--- src/rtl/sprite_draw_scheduler.sv ---
// Round-robin rectangle fill scheduler for the single vga_adapter
// pixel port, with a strict-priority full-screen clear.
module sprite_draw_scheduler #(
  parameter int NREQ  = 4,
  parameter int WB    = 4,
  parameter int HB    = 4,
  parameter int SCR_W = 160,
  parameter int SCR_H = 120
) (
  input  logic              clock,
  input  logic              resetn,
  input  logic [NREQ-1:0]   req,
  input  logic [NREQ*8-1:0] rect_x,
  input  logic [NREQ*7-1:0] rect_y,
  input  logic [NREQ*WB-1:0] rect_w,
  input  logic [NREQ*HB-1:0] rect_h,
  input  logic [NREQ*3-1:0] rect_colour,
  input  logic              clear_req,
  input  logic [2:0]        clear_colour,
  output logic [NREQ-1:0]   grant,
  output logic              clear_busy,
  output logic [NREQ-1:0]   done,
  output logic              clear_done,
  output logic              busy,
  output logic [7:0]        x,
  output logic [6:0]        y,
  output logic [2:0]        colour,
  output logic              plot
);

  localparam int PW = (NREQ > 1) ? $clog2(NREQ) : 1;

  typedef enum logic [1:0] {
    IDLE,
    DRAW,
    CLEAR
  } state_t;

  state_t state, state_n;

  logic [PW-1:0] ptr, ptr_n;
  logic [PW-1:0] owner, owner_n;
  logic [PW-1:0] win;
  logic          win_any;
  logic [7:0]    lx, lx_n;
  logic [6:0]    ly, ly_n;
  logic [WB-1:0] lw, lw_n;
  logic [HB-1:0] lh, lh_n;
  logic [7:0]    cx, cx_n;
  logic [6:0]    cy, cy_n;
  logic          draw_last;
  logic          clear_last;

  logic [NREQ-1:0] grant_n, done_n;
  logic            clear_done_n, clear_busy_n;
  logic            busy_n, plot_n;
  logic [7:0]      x_n;
  logic [6:0]      y_n;
  logic [2:0]      colour_n;

  logic       pix_en;
  logic [7:0] bx;
  logic [6:0] by;
  logic [8:0] px, py;

  // First set request at or above ptr, wrapping.
  always_comb begin
    int ti;
    logic [PW-1:0] cand;
    win_any = 1'b0;
    win     = '0;
    ti      = 0;
    cand    = '0;
    for (int k = 0; k < NREQ; k++) begin
      ti = int'(ptr) + k;
      if (ti >= NREQ) ti = ti - NREQ;
      cand = PW'(ti);
      if (!win_any && req[cand]) begin
        win_any = 1'b1;
        win     = cand;
      end
    end
  end

  assign draw_last  = (cx == 8'(lw)) && (cy == 7'(lh));
  assign clear_last = (cx == 8'(SCR_W - 1)) &&
                      (cy == 7'(SCR_H - 1));

  always_ff @(posedge clock or negedge resetn) begin
    if (!resetn) state <= IDLE;
    else         state <= state_n;
  end

  always_comb begin
    state_n = state;
    unique case (state)
      IDLE: begin
        if (clear_req)    state_n = CLEAR;
        else if (win_any) state_n = DRAW;
      end
      DRAW:    if (draw_last)  state_n = IDLE;
      CLEAR:   if (clear_last) state_n = IDLE;
      default: state_n = IDLE;
    endcase
  end

  always_comb begin
    ptr_n        = ptr;
    owner_n      = owner;
    lx_n         = lx;
    ly_n         = ly;
    lw_n         = lw;
    lh_n         = lh;
    cx_n         = cx;
    cy_n         = cy;
    grant_n      = grant;
    done_n       = '0;
    clear_done_n = 1'b0;
    clear_busy_n = clear_busy;
    busy_n       = busy;
    x_n          = x;
    y_n          = y;
    colour_n     = colour;
    plot_n       = 1'b0;
    pix_en       = 1'b0;
    bx           = lx;
    by           = ly;
    unique case (state)
      IDLE: begin
        grant_n      = '0;
        busy_n       = 1'b0;
        clear_busy_n = 1'b0;
        if (clear_req) begin
          cx_n         = '0;
          cy_n         = '0;
          x_n          = '0;
          y_n          = '0;
          colour_n     = clear_colour;
          plot_n       = 1'b1;
          clear_busy_n = 1'b1;
          busy_n       = 1'b1;
        end else if (win_any) begin
          lx_n     = rect_x[int'(win)*8 +: 8];
          ly_n     = rect_y[int'(win)*7 +: 7];
          lw_n     = rect_w[int'(win)*WB +: WB];
          lh_n     = rect_h[int'(win)*HB +: HB];
          colour_n = rect_colour[int'(win)*3 +: 3];
          owner_n  = win;
          ptr_n    = (win == PW'(NREQ - 1)) ?
                     '0 : win + PW'(1);
          grant_n  = NREQ'(1) << win;
          busy_n   = 1'b1;
          cx_n     = '0;
          cy_n     = '0;
          bx       = lx_n;
          by       = ly_n;
          pix_en   = 1'b1;
        end
      end
      DRAW: begin
        if (draw_last) begin
          done_n  = NREQ'(1) << owner;
          grant_n = '0;
          busy_n  = 1'b0;
        end else begin
          if (cx == 8'(lw)) begin
            cx_n = '0;
            cy_n = cy + 7'd1;
          end else begin
            cx_n = cx + 8'd1;
          end
          pix_en = 1'b1;
        end
      end
      CLEAR: begin
        if (clear_last) begin
          clear_done_n = 1'b1;
          clear_busy_n = 1'b0;
          busy_n       = 1'b0;
        end else begin
          if (cx == 8'(SCR_W - 1)) begin
            cx_n = '0;
            cy_n = cy + 7'd1;
          end else begin
            cx_n = cx + 8'd1;
          end
          x_n    = cx_n;
          y_n    = cy_n;
          plot_n = 1'b1;
        end
      end
      default: ;
    endcase
    // 9-bit sums so off-screen pixels are suppressed, not wrapped.
    px = {1'b0, bx} + {1'b0, cx_n};
    py = {2'b0, by} + {2'b0, cy_n};
    if (pix_en) begin
      x_n    = px[7:0];
      y_n    = py[6:0];
      plot_n = (px < 9'(SCR_W)) && (py < 9'(SCR_H));
    end
  end

  always_ff @(posedge clock or negedge resetn) begin
    if (!resetn) begin
      ptr        <= '0;
      owner      <= '0;
      lx         <= '0;
      ly         <= '0;
      lw         <= '0;
      lh         <= '0;
      cx         <= '0;
      cy         <= '0;
      grant      <= '0;
      done       <= '0;
      clear_done <= 1'b0;
      clear_busy <= 1'b0;
      busy       <= 1'b0;
      x          <= '0;
      y          <= '0;
      colour     <= '0;
      plot       <= 1'b0;
    end else begin
      ptr        <= ptr_n;
      owner      <= owner_n;
      lx         <= lx_n;
      ly         <= ly_n;
      lw         <= lw_n;
      lh         <= lh_n;
      cx         <= cx_n;
      cy         <= cy_n;
      grant      <= grant_n;
      done       <= done_n;
      clear_done <= clear_done_n;
      clear_busy <= clear_busy_n;
      busy       <= busy_n;
      x          <= x_n;
      y          <= y_n;
      colour     <= colour_n;
      plot       <= plot_n;
    end
  end

endmodule
--- config.mk ---
export PLATFORM = sky130hd
export DESIGN_NAME = sprite_draw_scheduler
export DESIGN_NICKNAME = d
export VERILOG_FILES = /design/src/rtl/sprite_draw_scheduler.sv
export SDC_FILE = /design/constraint.sdc
export NUM_CORES = 1
export LEC_CHECK = 0
export ABC_AREA = 1
export BUFFER_PORTS_ARGS = -buffer_cell sky130_fd_sc_hd__buf_2
export CAP_MARGIN = 20
export CORE_ASPECT_RATIO = 1.2
export CORE_UTILIZATION = 35
export CTS_BUF_LIST = sky130_fd_sc_hd__clkbuf_16
export CTS_CLUSTER_SIZE = 8
export DETAILED_ROUTE_END_ITERATION = 8
export PLACE_DENSITY = 0.64
export SLEW_MARGIN = 25
export SYNTH_ARGS = -nofsm -noshare
export SYNTH_HDL_FRONTEND = slang
export SYNTH_SLANG_ARGS = --single-unit
--- constraint.sdc ---
create_clock -name clock -period 4.3 [get_ports clock]
set_clock_uncertainty 0.1 [all_clocks]
set_input_delay 0.43 -clock clock [delete_from_list [all_inputs] [get_ports clock]]
set_output_delay 0.43 -clock clock [all_outputs]
set_load 0.01 [all_outputs]
==> metrics <==
clock tree buffer depth=2; post-synth top area share=32.9%; CP Launch Type=register; yosys warns=0; total chip power=5.84 mW; nets=1136; number of remaining DRC errors=0; Skew-Pair Late Insertion Delay=0.34 ns; worst vdd ir=0.000543 V; Synth area leader=dfrtp_1; dpl cells=1191; slowest cell delay on critical path=between 0.4 and 0.5 ns; Routed WL per cell=14.0 um; H-tree depth=3; CP arrival=about 4.0 ns; Final Cycle Share=89.6%; GRT met3 Usage=2.55%; R2R Setup Slk=0.45 ns; total CTS buffers=9; largest net degree at the start of global routing=75; Crit path top cell by count=nand2_1; Tmin final=3.85 ns; Synth Register Bits=74; RePlAce Congestion=0.925; vias in the first global route=5613; Port Buffers=around 140; Post-Synthesis Cells=about 840; Hold Vio Cnt, Final=7; Root Driver=clkbuf_16; Pwr Density=roughly 840 nW/um^2; Final TNS setup=0 ns; DRT iter0 DRCs=331; CP top delay family=simple AND/OR/NAND/NOR gates; final wirelength=16.9 mm; Core Rows=50; ANT cells=0; clk slew on worst S/H paths=0.06 ns; Area Growth Syn to Fin=23.4%; Starting Density=36.0%; WP buf/inv=5; Final setup viols=0; GRT Residual Overflow=0; Cell Area, Synth=roughly 5600 sq um; Crit-path slowest cell=dfrtp_1; Synth Area per Inst=approximately 6.7 sq um; core area=15600 sq um; Setup crit end kind=register; die height=between 100 and 150 um; fmax=259 MHz; share of post-route cells with drive strength above 1=21.8%; antenna viol nets, final=0; Pleak=3.92 nW; Sink Count=74; failing checks=negative hold slack; WHS=-0.0216 ns; routing usage on met1=between 20% and 30%; fill cell count=between 1500 and 2000; global-route wire length before repair=roughly 28 mm; initial antenna violation count=0; Reg2Reg Launch Point=ptr[0]$_DFFE_PN0P_; gr usage total=20.9%; hpwl dp=approximately 13 mm; synth top area cells=dfrtp_1 (33%), nand2_1 (21%), nand3_1 (8.2%); post-route insts no fill=1208; Final Max Tran Viols=0; RSZ-0062 raised after global routing=no; DIE AREA=roughly 17000 sq um; area of the multi-input gates=roughly 3300 sq um; global routing's busiest layer=met2; GRT met2 Usage=34.9%; via count=5846; Hold WC Path Type=input pin to async pin; Worst-Margin Slew=0.721 ns; CP Launch Point=ptr[0]$_DFFE_PN0P_; Worst Path Max Fanout=19; drt pass-1 iters=5; status=finished, violations left; # IOs=144; synth unique cells=40; Via density=4.84; Worst slew margin=51.9%; syn nets=985; CTS tree=yes; # hold bufs at CTS=0; Die W=around 120 um; register area=about 1900 sq um; Crit path required time=4.43 ns; sequential fraction of the synthesis area=32.9%; WS Path Type=register to register; number of max-cap violations=0
[logic make-up (layout without fill, tap and decap cells)]
logic type | after synthesis | count (layout) | share of synthesized area (%)
AO/OA/AOI/OAI | 95 | 95 | 9.48
XOR/XNOR | 25 | 25 | 3.89
adder cells (fa/ha/maj) | 27 | 27 | 6.26
buffers and inverters | 118 | 274 | 9.06
flip-flops | 74 | 74 | 32.9
AND/OR/NAND/NOR | 505 | 505 | 38.5
[final cells by class]
type	count	area share [%]
Clock buffer	9	3.24
Clock inverter	7	1.01
Inverter	97	5.35
Multi-Input combinational cell	652	47.3
Sequential cell	74	26.6
Tap cell	208	3.74
Timing Repair Buffer	161	12.8
[stage by stage]
stage / area (sq um) / hold slack [ns] / setup WS (ns) / util (%)
finish: 6950 / -0.0216 / 0.446 / 44.4
detailed placement: 6610 / 0.361 / 0.360 / 42.3
global route: 6950 / 0.0868 / 0.0103 / 44.4
global placement: 6610 / 0.358 / 0.444 / 42.3
CTS: 6910 / 0.199 / 0.354 / 44.2
floorplan: 5640 / 0.0344 / 1.02 / -
[per-layer routing]
layer	share of wire (%)	vias to the layer above
li1	-	3003
met1	46	2627
met2	47	194
met3	5.2	22
met4	1.8	0
met5	0	-
[registers in the layout, summed over array words and instances, names as in the netlist]
register    flops
lh              4
ly              7
x               8
y               7
clear_busy      1
done            4
lw              4
grant           4
cx              8
busy            1
clear_done      1
ptr             2
cy              7
lx              8
owner           2
state           2
plot            1
colour          3
[power breakdown]
group          internal, mW  switching, mW
Sequential            0.960          0.157
Combinational          1.35           2.61
Clock                 0.448          0.312
[worst reg2reg max path, cell delays in order, from the launching register on]
cell      delay, ns
dfrtp_1        0.47
buf_4          0.20
nand2_2        0.07
nand3_2        0.09
nand2_2        0.08
nor2_4         0.16
nand3_4        0.15
nand2_4        0.17
nand2_8        0.13
inv_6          0.15
nand2_1        0.07
nand3_1        0.07
o21ai_0        0.08
nor2_1         0.20
ha_1           0.22
inv_1          0.07
fa_1           0.36
inv_1          0.12
nand4_1        0.10
o211ai_1       0.12
xor2_1         0.22
inv_1          0.06
nand2_1        0.06
o21ai_0        0.11
nand2_1        0.09
nand2_1        0.05
[cell usage in the layout, fill, tap and decap left out, types with 6 or more instances in the layout]
cell,n
nand3_1,92
nand2_2,14
xor2_1,21
o21ai_1,8
clkbuf_16,10
dfrtp_1,74
nand2_1,319
inv_1,86
inv_2,6
nor2_1,47
o211ai_1,10
buf_4,16
a21oi_1,14
o21ai_0,46
buf_2,142
nand4_1,9
ha_1,25
[cells in the mapped netlist]
library cell,number
inv_2,6
dfrtp_1,74
fa_1,2
o21bai_1,1
o211ai_1,10
nand3_1,92
nand2_4,4
or2_2,4
nand2_1,319
buf_2,6
ha_1,25
nor3_1,5
o21ai_2,1
nand3_4,1
inv_4,1
clkbuf_1,5
nor3b_1,1
buf_6,5
clkinv_1,3
o21ai_1,8
o22ai_1,5
a211oi_1,3
nor2_2,4
o21ai_0,46
a31oi_1,2
nand2_2,14
nand3_2,2
xnor2_1,4
inv_1,86
buf_4,5
a31o_2,1
o21a_1,1
nor2_1,47
nor4_1,2
nand4_1,9
clkinv_2,1
a21o_1,2
a21oi_1,15
xor2_1,21
nor2_4,1
[what timing repair did]
| action | 4_1_cts | 5_1_grt |
|---|---|---|
| gates resized for setup | 0 | 4 |
| setup buffers | 0 | 0 |
| setup endpoints to repair | 0 | 3 |
[final timing paths]
check	cells past startpoint	endpoint
worst max-delay path	25	x[6]$_DFFE_PN0P_
worst min-delay path	1	clear_done$_DFF_PN0_
worst max register to register	25	x[6]$_DFFE_PN0P_
worst min register to register	2	y[6]$_DFFE_PN0P_
max in group asynchronous	1	lw[1]$_DFFE_PN0P_
min in group clock	5	lw[0]$_DFFE_PN0P_
No activity file was read; power rests on OpenSTA's default activity.
